**config.mk**
```make
export PLATFORM = sky130hd
export DESIGN_NAME = sram_arbiter
export DESIGN_NICKNAME = d
export VERILOG_FILES = /design/src/rtl/sram_arbiter_pkg.sv /design/src/rtl/sram_arbiter_grant.sv /design/src/rtl/sram_arbiter.sv
export SDC_FILE = /design/constraint.sdc
export NUM_CORES = 1
export LEC_CHECK = 0
export CAP_MARGIN = 10
export CORE_ASPECT_RATIO = 0.7
export CORE_MARGIN = 4
export CORE_UTILIZATION = 32
export CTS_BUF_LIST = sky130_fd_sc_hd__clkbuf_4
export DETAILED_ROUTE_END_ITERATION = 10
export PLACE_DENSITY = 0.86
export SLEW_MARGIN = 20
export SYNTH_ARGS = -nofsm -noshare
export SYNTH_HDL_FRONTEND = slang
export SYNTH_SLANG_ARGS = --single-unit
```
**constraint.sdc**
```tcl
create_clock -name clk -period 1.6 [get_ports clk]
set_clock_uncertainty 0.15 [all_clocks]
set_input_delay 0.32 -clock clk [delete_from_list [all_inputs] [get_ports clk]]
set_output_delay 0.32 -clock clk [all_outputs]
set_load 0.01 [all_outputs]
```
**src/rtl/sram_arbiter_pkg.sv**
```systemverilog
// Shared types and widths for the SRAM arbiter (fetch port vs. load/store port).
`ifndef ADDR_WIDTH
`define ADDR_WIDTH 32
`endif
`ifndef DATA_WIDTH
`define DATA_WIDTH 32
`endif
`ifndef NUM_OF_BYTES
`define NUM_OF_BYTES 4
`endif

package sram_arbiter_pkg;

   localparam int ADDR_W = `ADDR_WIDTH;
   localparam int DATA_W = `DATA_WIDTH;
   localparam int MASK_W = `NUM_OF_BYTES;

   // Bit positions inside the one-hot grant vector
   localparam int GNT_IF  = 0;
   localparam int GNT_MEM = 1;

   typedef enum logic [1:0] {
      ST_IDLE  = 2'd0,
      ST_ISSUE = 2'd1,
      ST_WAIT  = 2'd2
   } arb_state_t;

   typedef enum logic {
      OWN_IF  = 1'b0,
      OWN_MEM = 1'b1
   } arb_owner_t;

endpackage

```
**src/rtl/sram_arbiter_grant.sv**
```systemverilog
// Two-requester grant: a lone requester wins; on contention the side that was not
// granted last wins. Tying last_grant to OWN_IF gives fixed MEM-over-IF priority.
module sram_arb_grant
   import sram_arbiter_pkg::*;
(
   input  logic       if_valid,
   input  logic       mem_valid,
   input  arb_owner_t last_grant,
   output logic [1:0] grant
);

   always_comb begin
      grant = 2'b00;
      if (if_valid && mem_valid) begin
         if (last_grant == OWN_MEM) begin
            grant[GNT_IF] = 1'b1;
         end else begin
            grant[GNT_MEM] = 1'b1;
         end
      end else if (mem_valid) begin
         grant[GNT_MEM] = 1'b1;
      end else if (if_valid) begin
         grant[GNT_IF] = 1'b1;
      end
   end

endmodule

```
**src/rtl/sram_arbiter.sv**
```systemverilog
// Single-outstanding arbiter between a fetch port and a load/store port onto one SRAM.
// Define SRAM_ARB_ROUND_ROBIN_EN for round-robin contention; default is MEM-over-IF priority.
module sram_arbiter
   import sram_arbiter_pkg::*;
#(
   parameter int unsigned RESP_TIMEOUT = 64
) (
   input  logic              clk,
   input  logic              rst,

   input  logic              if_req_valid,
   output logic              if_req_ready,
   input  logic [ADDR_W-1:0] if_req_addr,
   output logic              if_resp_valid,
   output logic [DATA_W-1:0] if_resp_data,

   input  logic              mem_req_valid,
   output logic              mem_req_ready,
   input  logic              mem_req_we,
   input  logic [ADDR_W-1:0] mem_req_addr,
   input  logic [DATA_W-1:0] mem_req_wdata,
   input  logic [MASK_W-1:0] mem_req_mask,
   output logic              mem_resp_valid,
   output logic [DATA_W-1:0] mem_resp_data,

   output logic              ram_req_valid,
   output logic              ram_req_we,
   output logic [ADDR_W-1:0] ram_req_addr,
   output logic [DATA_W-1:0] ram_req_wdata,
   output logic [MASK_W-1:0] ram_req_mask,
   input  logic              ram_req_ready,
   input  logic              ram_resp_valid,
   input  logic [DATA_W-1:0] ram_resp_data,

   output logic              err_timeout
);

   arb_state_t        state, state_next;
   arb_owner_t        hold_owner;
   logic [ADDR_W-1:0] hold_addr;
   logic              hold_we;
   logic [DATA_W-1:0] hold_wdata;
   logic [MASK_W-1:0] hold_mask;
   logic [7:0]        counter;
   logic [1:0]        grant;
   arb_owner_t        last_grant;
   logic              handshake;
   logic              timeout_hit;
   logic              resp_fire;
   logic [DATA_W-1:0] resp_data;

   sram_arb_grant u_grant (
      .if_valid   (if_req_valid),
      .mem_valid  (mem_req_valid),
      .last_grant (last_grant),
      .grant      (grant)
   );

`ifdef SRAM_ARB_ROUND_ROBIN_EN
   always_ff @(posedge clk) begin
      if (rst) begin
         last_grant <= OWN_MEM;
      end else if (handshake) begin
         last_grant <= grant[GNT_MEM] ? OWN_MEM : OWN_IF;
      end
   end
`else
   // Pretending IF was granted last makes every contention go to MEM
   assign last_grant = OWN_IF;
`endif

   assign handshake   = (state == ST_IDLE) && (grant != 2'b00);
   assign timeout_hit = (counter == 8'(RESP_TIMEOUT - 1));

   assign ram_req_we    = hold_we;
   assign ram_req_addr  = hold_addr;
   assign ram_req_wdata = hold_wdata;
   assign ram_req_mask  = hold_mask;

   always_comb begin
      state_next    = state;
      if_req_ready  = 1'b0;
      mem_req_ready = 1'b0;
      ram_req_valid = 1'b0;
      err_timeout   = 1'b0;
      resp_fire     = 1'b0;
      resp_data     = '0;
      case (state)
         ST_IDLE: begin
            if_req_ready  = grant[GNT_IF];
            mem_req_ready = grant[GNT_MEM];
            if (handshake) begin
               state_next = ST_ISSUE;
            end
         end
         ST_ISSUE: begin
            ram_req_valid = 1'b1;
            if (ram_req_ready) begin
               if (hold_we) begin
                  resp_fire  = 1'b1;
                  state_next = ST_IDLE;
               end else begin
                  state_next = ST_WAIT;
               end
            end
         end
         ST_WAIT: begin
            if (ram_resp_valid) begin
               resp_fire  = 1'b1;
               resp_data  = ram_resp_data;
               state_next = ST_IDLE;
            end else if (timeout_hit) begin
               resp_fire   = 1'b1;
               err_timeout = 1'b1;
               state_next  = ST_IDLE;
            end
         end
         default: state_next = ST_IDLE;
      endcase
   end

   always_comb begin
      if_resp_valid  = 1'b0;
      if_resp_data   = '0;
      mem_resp_valid = 1'b0;
      mem_resp_data  = '0;
      if (hold_owner == OWN_IF) begin
         if_resp_valid = resp_fire;
         if_resp_data  = resp_data;
      end else begin
         mem_resp_valid = resp_fire;
         mem_resp_data  = resp_data;
      end
   end

   // Hold registers capture the winner so requesters are free once accepted
   always_ff @(posedge clk) begin
      if (rst) begin
         state      <= ST_IDLE;
         hold_owner <= OWN_IF;
         hold_addr  <= '0;
         hold_we    <= 1'b0;
         hold_wdata <= '0;
         hold_mask  <= '0;
         counter    <= '0;
      end else begin
         state <= state_next;
         if (handshake) begin
            if (grant[GNT_MEM]) begin
               hold_owner <= OWN_MEM;
               hold_addr  <= mem_req_addr;
               hold_we    <= mem_req_we;
               hold_wdata <= mem_req_wdata;
               hold_mask  <= mem_req_mask;
            end else begin
               hold_owner <= OWN_IF;
               hold_addr  <= if_req_addr;
               hold_we    <= 1'b0;
               hold_wdata <= '0;
               hold_mask  <= '0;
            end
         end
         if (state == ST_ISSUE) begin
            counter <= '0;
         end else if (state == ST_WAIT) begin
            counter <= counter + 8'd1;
         end
      end
   end

endmodule

```
Word-level counts from Yosys, hierarchy flattened
Cells that the tools add are included.
Widths: inputs -> output; s select.
- register bits after elaboration: 80
- bits of input ports: 139
- output and inout bits: 139
- logic and storage cells: 51
- $add $sub $neg: 1
- equal/unequal tests: 6
- mux-type cells: 31
- reduce and logical (&&, ||, !) cells: 6
- operator list (operator ; number):
    $mux 32 ; 6
    $mux 1 ; 16
    $mux 2 ; 6
    $add 8x1->8 const B ; 1
    $eq 8x6->1 const B ; 1
    $pmux 2 s3 ; 1
    $mux 4 ; 1
    $ne 2x2->1 const B ; 2
    $ne 3x3->1 const B ; 1
    $reduce_and 3->1 ; 1
    $eq 2x1->1 const B ; 1
    $eq 2x2->1 const B ; 1
    $logic_and 1x1->1 ; 2
    $logic_not 2->1 ; 1
    $pmux 1 s2 ; 1
    $reduce_bool 2->1 ; 1
    $reduce_or 2->1 ; 1

Longest topological paths before layout
Gate-level depths: netlist (run 1).
- depth in word-level cells: 7
- depth in mapped cells: 7
- gate-level depth less buffers: 6

Modules after synthesis
From an unflattened synthesis (run 1), not the netlist that was laid out.
- cells, all modules: 414
- area, all modules: 3863.7 sq um
- by module, submodules not included (module ; times used ; cells each ; area an instance (sq um)):
    sram_arbiter ; 1 ; 411 ; 3844.9
    sram_arb_grant ; 1 ; 3 ; 18.8

Worst setup path before layout (run 1)
Ideal clock, no wire load.
- path type: register to output
- start point: reg state[0]
- end point: out if_resp_data[10]
- arrival: 1.323 ns
- required time: 1.130 ns
- slack: -0.193 ns
- cell stages (with the launch flop): 8
- path buffers: 2
- path through: dfxtp_1 -> inv_1 -> ha_1 -> buf_2 -> nand2_1 -> nor2_1 -> clkbuf_1 -> and2_1
- longest elaborated chain between the ends: 3
- RTL lines (item ; RTL line ; text):
    start, declared ; sram_arbiter.sv:38 ; arb_state_t state, state_next;
    start signal, assigned ; sram_arbiter.sv:147 ; state <= state_next;
    $eq 2x2->1 ; sram_arbiter.sv:88 ; case (state)
    $mux 32 ; sram_arbiter.sv:88 ;
    $mux 32 ; sram_arbiter.sv:127 ; if (hold_owner == OWN_IF) begin
    end, declared ; sram_arbiter.sv:15 ; output logic [DATA_W-1:0] if_resp_data,
No other way between the ends.

Final worst setup path (run 1)
- start point: reg state[0]
- end point: out if_resp_data[23]
Same word-level chain as after synthesis.

==> impl_metrics.toml, run 1 <==
[detailed_routing]
wl_um = 17300
route.detailed.drc = 0
via_per_inst = 4.88
wl_per_cell_um = 19.0
firstDrtPassIters = 4
postRouteAntennaNets = 0
drtIter0Drc = 125
vias = 4448

[synth]
synthesis.nets = 553
synth.cell_area_um2 = 3840
synth_edf_count = 0
synth_top_cell_by_area = "dfxtp_1"
synth-seq-cells = 80
async_flop_share_pct = 0
synthFlopType = "dfxtp_1"
synth_top_area_share_pct = 41.7
seq_area_frac_synth_pct = 41.7
synth.area.top_cells = "dfxtp_1 42%, and2_1 10%, a211oi_2 9.1%"
synth_cells = 409
synth_cell_types = 36
syn_area_per_cell_um2 = 9.39
yosys_warnings = 0

[timing]
fin_tns_setup_ps = -43290
max-slew-margin-rel_pct = 64.3
worst_slack_ps = -648
post-route-period-util_pct = 140
period_needed_ps = 2250
hold_violations = 0
maxSlewViolCount = 0
max_freq_mhz = 445
setup_violations = 115
rsz0062_at_grt = "true"
worst_slew_pin_slew_ps = 536
hold_ws_ps = 135

[job]
maxCapViolations = 0

[placed_design]
gp_congestion = 0.913
place_area_um2 = 7100
dp_hpwl_um = 11100
place_ws_ps = -955
port-buffer-count = 277

[power]
p_per_area_nw_per_um2 = 1190
worst_ir_drop_vdd_v = 0.000792
leakagePower_nw = 3.65
power_mw = 9.99

[cts]
cts_buffer_depth = 2
cts_root_buffer = "clkbuf_4"
numCtsBuffers = 9
clock_latency_ps = 420
h-tree-depth = 3
cts_tree = "yes"
path_clk_slew_ps = 110
cts_sinks = 80

[worst_setup_path]
crit_required_ps = 1130
worst-r2r-cell-count = 9
worstSetupStartpoint = "state[0]"
endpoint = "if_resp_data[23]"
worstSetupPathType = "reg2out"
rr_endpoint = "ram_req_addr[18]"
r2r-start = "state[0]"
cp_max_fo = 8
worstSetupStartpointType = "flip-flop"
worst_ep_arrival_time_ps = 1780
end_kind = "output port"
r2r_setup_slack_ps = -290

[layout]
multi_input_area_um2 = 2490
nFillCells = 813
diodes = 0
design_area_um2 = 8370
areaGrowthSynthToFinish_pct = 118
post_route_cells_drive_above_1_share_pct = 45.8
final_nets = 893
seq_area_um2 = 1630

[global_routing]
grtUsageTotal_pct = 22.1
antenna_found_initial = 0
grt_max_degree = 41
grt_pass1_wl_um = 24700
gr-total-overflow = 0
grt_pass1_vias = 4597

[floorplan]
ios = 278
initial_utilization_pct = 32.7
die_area_um2 = 13800
core_um2 = 11700
die_w_um = 139
die_y_um = 99.7
row_count = 33

[run_status]
violations = "negative setup slack"
outcome = "finished, violations left"

[min_path]
hp-class = "in2reg"
## stage by stage
stage | instances | utilization (%)
floorplan | 409 | -
detailed placement | 842 | 60.5
global placement | 842 | 60.5
CTS | 897 | 67.4
finish | 911 | 71.4
global route | 911 | 71.4
## registers in the layout, indices dropped and copies added, names as in the netlist
register and cells:
counter 8, hold_owner 1, ram_req_addr 32, ram_req_mask 4
ram_req_wdata 32, ram_req_we 1, state 2
## Yosys cell counts (2+ instances only)
master / count
dfxtp_1: 80
nor2_1: 80
and2_1: 64
a22oi_1: 37
mux2i_1: 35
a211oi_2: 28
clkbuf_1: 16
buf_4: 9
nand2_1: 6
buf_2: 5
ha_1: 5
a211oi_1: 4
buf_6: 4
inv_1: 4
xor2_1: 4
nand2b_1: 3
nand3_1: 3
a21oi_1: 2
and3_1: 2
xnor2_1: 2
## worst max-delay path: stages, from the launching register on
cell and delay (ps):
dfxtp_2 350, inv_2 70, ha_4 180, nand2_4 60, nor2_4 130, buf_12 130
buf_12 100, buf_16 120, and2_4 140, buf_6 90
## worst min-delay path by stage
stage | startpoint | to | slack, ps | cells past startpoint
after floorplan | counter[6] | counter[6] | 310 | 2
after global placement | ram_req_wdata[17] | ram_req_wdata[17] | 330 | 2
after detailed placement | ram_req_wdata[4] | ram_req_wdata[4] | 340 | 2
after CTS | rst | state[1] | 90 | 3
after global routing | rst | state[1] | 120 | 3
final | rst | state[1] | 140 | 3
## where the power goes
group | total [mW] | switching [mW] | internal (mW)
combinational | 6.03 | 2.61 | 3.43
sequential | 2.75 | 0.282 | 2.47
clock | 1.20 | 0.724 | 0.474
## routing by layer
layer	vias up	GRT usage, %	part of all wire [%]
met2	172	41.3	53
met3	28	6.68	6.0
li1	2106	-	-
met5	-	0	0
met1	2142	24.6	39
met4	0	5.79	1.8
## placed cells by master (no fill, tap or decap), drive strengths merged
cell type | Yosys | final
nor2 | 81 | 81
bufbuf | 0 | 1
clkinv | 0 | 3
clkbuf | 16 | 27
clkinvlp | 0 | 2
a32oi | 1 | 1
mux2i | 35 | 35
clkdlybuf4s15 | 0 | 24
nand3 | 3 | 3
and3 | 2 | 5
ha | 5 | 5
o21ai | 2 | 2
nor2b | 1 | 1
clkdlybuf4s50 | 0 | 135
dlygate4sd2 | 0 | 35
or2 | 1 | 1
or3b | 1 | 1
nand4 | 1 | 1
bufinv | 0 | 1
and4 | 1 | 1
a211oi | 32 | 32
nand2 | 6 | 6
buf | 18 | 147
dfxtp | 80 | 80
o221a | 1 | 1
or3 | 1 | 1
and2 | 65 | 65
o21bai | 1 | 1
nor3b | 1 | 1
xnor2 | 2 | 2
nand4bb | 1 | 1
a21oi | 2 | 2
a22oi | 37 | 37
inv | 4 | 5
xor2 | 4 | 4
nand2b | 3 | 3
nor3 | 1 | 1
## final cells by class
type	count	area share [%]
Multi-Input combinational cell	294	29.8
Tap cell	157	2.35
Inverter	4	0.209
Clock inverter	7	0.837
Clock buffer	9	0.807
Timing Repair Buffer	360	46.6
Sequential cell	80	19.4
## cells by family after synthesis
kind of cell / synth area share [%]
buf+inv: 5.54
flops: 41.7
fa+ha+maj: 1.63
compound gates: 18.5
xor+xnor: 1.37
mux: 9.12
simple gates: 22.2
## timing repair
action                     CTS  global route
setup endpoints to repair  213           178
setup buffers               29             7
hold buffers                 0             0
pin swaps                    9            18
gates cloned                12            12
hold endpoints to repair     0             0
resized for setup          479           101
(Power assumes the default switching activity.)
==> run 2, diff against run 1 <==
- CORE_ASPECT_RATIO: 0.7 -> not set
==> impl_metrics.toml, run 2 (synthesis results as in run 1) <==
[worst_setup_path]
path_cells = "inv_2 > ha_4 > buf_4 > and3_4 > buf_4 > buf_4 > and2_4 > buf_6"
cp_slowest_stage_delay_ps = 370
worstSetupStartpoint = "state[0]"
worstSetupPathType = "reg2out"
crit_required_ps = 1130
rr_endpoint = "counter[6]"
worst_ep_arrival_time_ps = 1850
end_kind = "output port"
worstSetupStartpointType = "flip-flop"
r2r_setup_slack_ps = -380
endpoint = "mem_resp_data[6]"
cp_max_fo = 6
crit_path_frequent_cell = "buf_4"
slowest_stage = "dfxtp_2"
r2r-start = "state[0]"
worst-r2r-cell-count = 9

[detailed_routing]
wl_um = 17600
via_per_inst = 4.97
wl_per_cell_um = 19.6
drtIter0Drc = 125
vias = 4453
postRouteAntennaNets = 0
firstDrtPassIters = 4
route.detailed.drc = 0

[power]
switching_share_pct = 36.6
p_seq_share_pct = 28.0
internal-power_mw = 6.28
power_frac_clock_pct = 15.5
p_comb_share_pct = 56.5
switchingPower_mw = 3.63
leakagePower_nw = 3.57
worst_ir_drop_vdd_v = 0.000818
p_per_area_nw_per_um2 = 1200

[layout]
utilization_pct = 71.5
post_route_cells_drive_above_1_share_pct = 49.7
areaGrowthSynthToFinish_pct = 115
instances_no_fill = 896
final_nets = 891
final_common_cell = "clkdlybuf4s50_1"
nFillCells = 800
design_area_um2 = 8270
most-common-layout-cells = "135 x clkdlybuf4s50_1, 90 x buf_6, 72 x nor2_1, 64 x and2_4, 62 x dfxtp_1"

[floorplan]
die_w_um = 118
core_um2 = 11600
die_area_um2 = 13800
ios = 278
die_y_um = 118
row_count = 39
initial_utilization_pct = 33.2

[cts]
numCtsBuffers = 9
h-tree-depth = 3
ctsHoldBuffers = 0
clock_latency_ps = 430
cts_buffer_depth = 2
cts_tree = "yes"
cts_root_buffer = "clkbuf_4"
cts_sinks = 80
path_clk_slew_ps = 120

[timing]
rsz0062_at_grt = "true"
worst_slew_pin_slew_ps = 410
post-route-period-util_pct = 145
maxSlewViolCount = 0
setup_violations = 145
max_freq_mhz = 431
max-slew-margin-rel_pct = 72.6
period_needed_ps = 2320
hold_ws_ps = 136
hold_violations = 0
worst_slack_ps = -719

[global_routing]
grt_pass1_wl_um = 26000
grt_pass1_vias = 4851
gr-total-overflow = 0
grtUsageTotal_pct = 23.4
grt_max_degree = 55
antenna_found_initial = 1

[placed_design]
place_area_um2 = 7110
dp_hpwl_um = 11500
gp_congestion = 0.956
port-buffer-count = 277
dp.cells = 831

[run_status]
outcome = "finished, violations left"
violations = "negative setup slack"

[min_path]
hp-class = "in2reg"
hold_path.startpoint = "rst"

[job]
maxCapViolations = 0
## run 2: cell types whose count changed in the layout (fill, tap and decap cells not counted), moves of 7 or more
cell,change
nor2_1,-7
buf_4,+10
a22oi_2,+12
a22oi_1,-12
clkbuf_2,+9
dlygate4sd2_1,-12
## run 2: repair_timing
item,in CTS,in global routing
gates cloned,14,3
endpoints found under the setup margin,219,196
gates resized for setup,529,98
buffers inserted,31,9
pin swaps,17,18
## run 2: metal layers
| metal | part of all wire (%) | track usage (%) | wire [µm] |
|---|---|---|---|
| met1 | 34 | 22.5 | 5970 |
| met2 | 56 | 45.6 | 9780 |
| met3 | 7.3 | 6.82 | 1290 |
| met4 | 3.1 | 10.5 | 537 |
| met5 | 0 | 0 | 0 |
## run 2: worst min-delay path by stage
stage                       end  slack, ps  depth (start not counted)
5_1_grt                state[1]        150                          3
2_1_floorplan        counter[6]        310                          2
3_3_place_gp   ram_req_wdata[5]        330                          2
4_1_cts                state[1]        110                          3
3_5_place_dp    ram_req_mask[2]        340                          2
6_report               state[1]        140                          3
## run 2: stage by stage
step           power [mW]  setup TNS (ps)  worst slack (ps)
6_report             9.91          -59180              -719
5_1_grt              10.4          -70890              -787
4_1_cts              9.79          -57320              -757
3_5_place_dp         6.84          -77970              -914
3_3_place_gp         6.68          -68870              -858
2_1_floorplan        4.93            -463             -26.5
## run 2: power by group through the flow
stage          clock [mW]  combinational [mW]  sequential [mW]
6_report             1.54                5.60             2.77
5_1_grt              1.65                5.95             2.82
4_1_cts              1.58                5.49             2.72
3_5_place_dp            0                4.10             2.74
3_3_place_gp            0                3.98             2.71
2_1_floorplan           0                2.00             2.93
## run 2: cell type report
class	instances	area [µm²]	share of cell area (%)
tap	143	179	2.16
antenna	1	2.50	0.0303
multi-input combinational	294	2600	31.5
clock inverter	7	119	1.44
clock buffer	9	67.6	0.817
timing repair buffer	358	3650	44.2
sequential	80	1630	19.7
inverter	4	20.0	0.242
## run 2: worst max-delay path, delay by kind of cell (launching register included)
kind | cells | cell delay, ps
AND/OR/NAND/NOR | 2 | 300
buffers and inverters | 5 | 580
adder cells (fa/ha/maj) | 1 | 170
flip-flops | 1 | 370
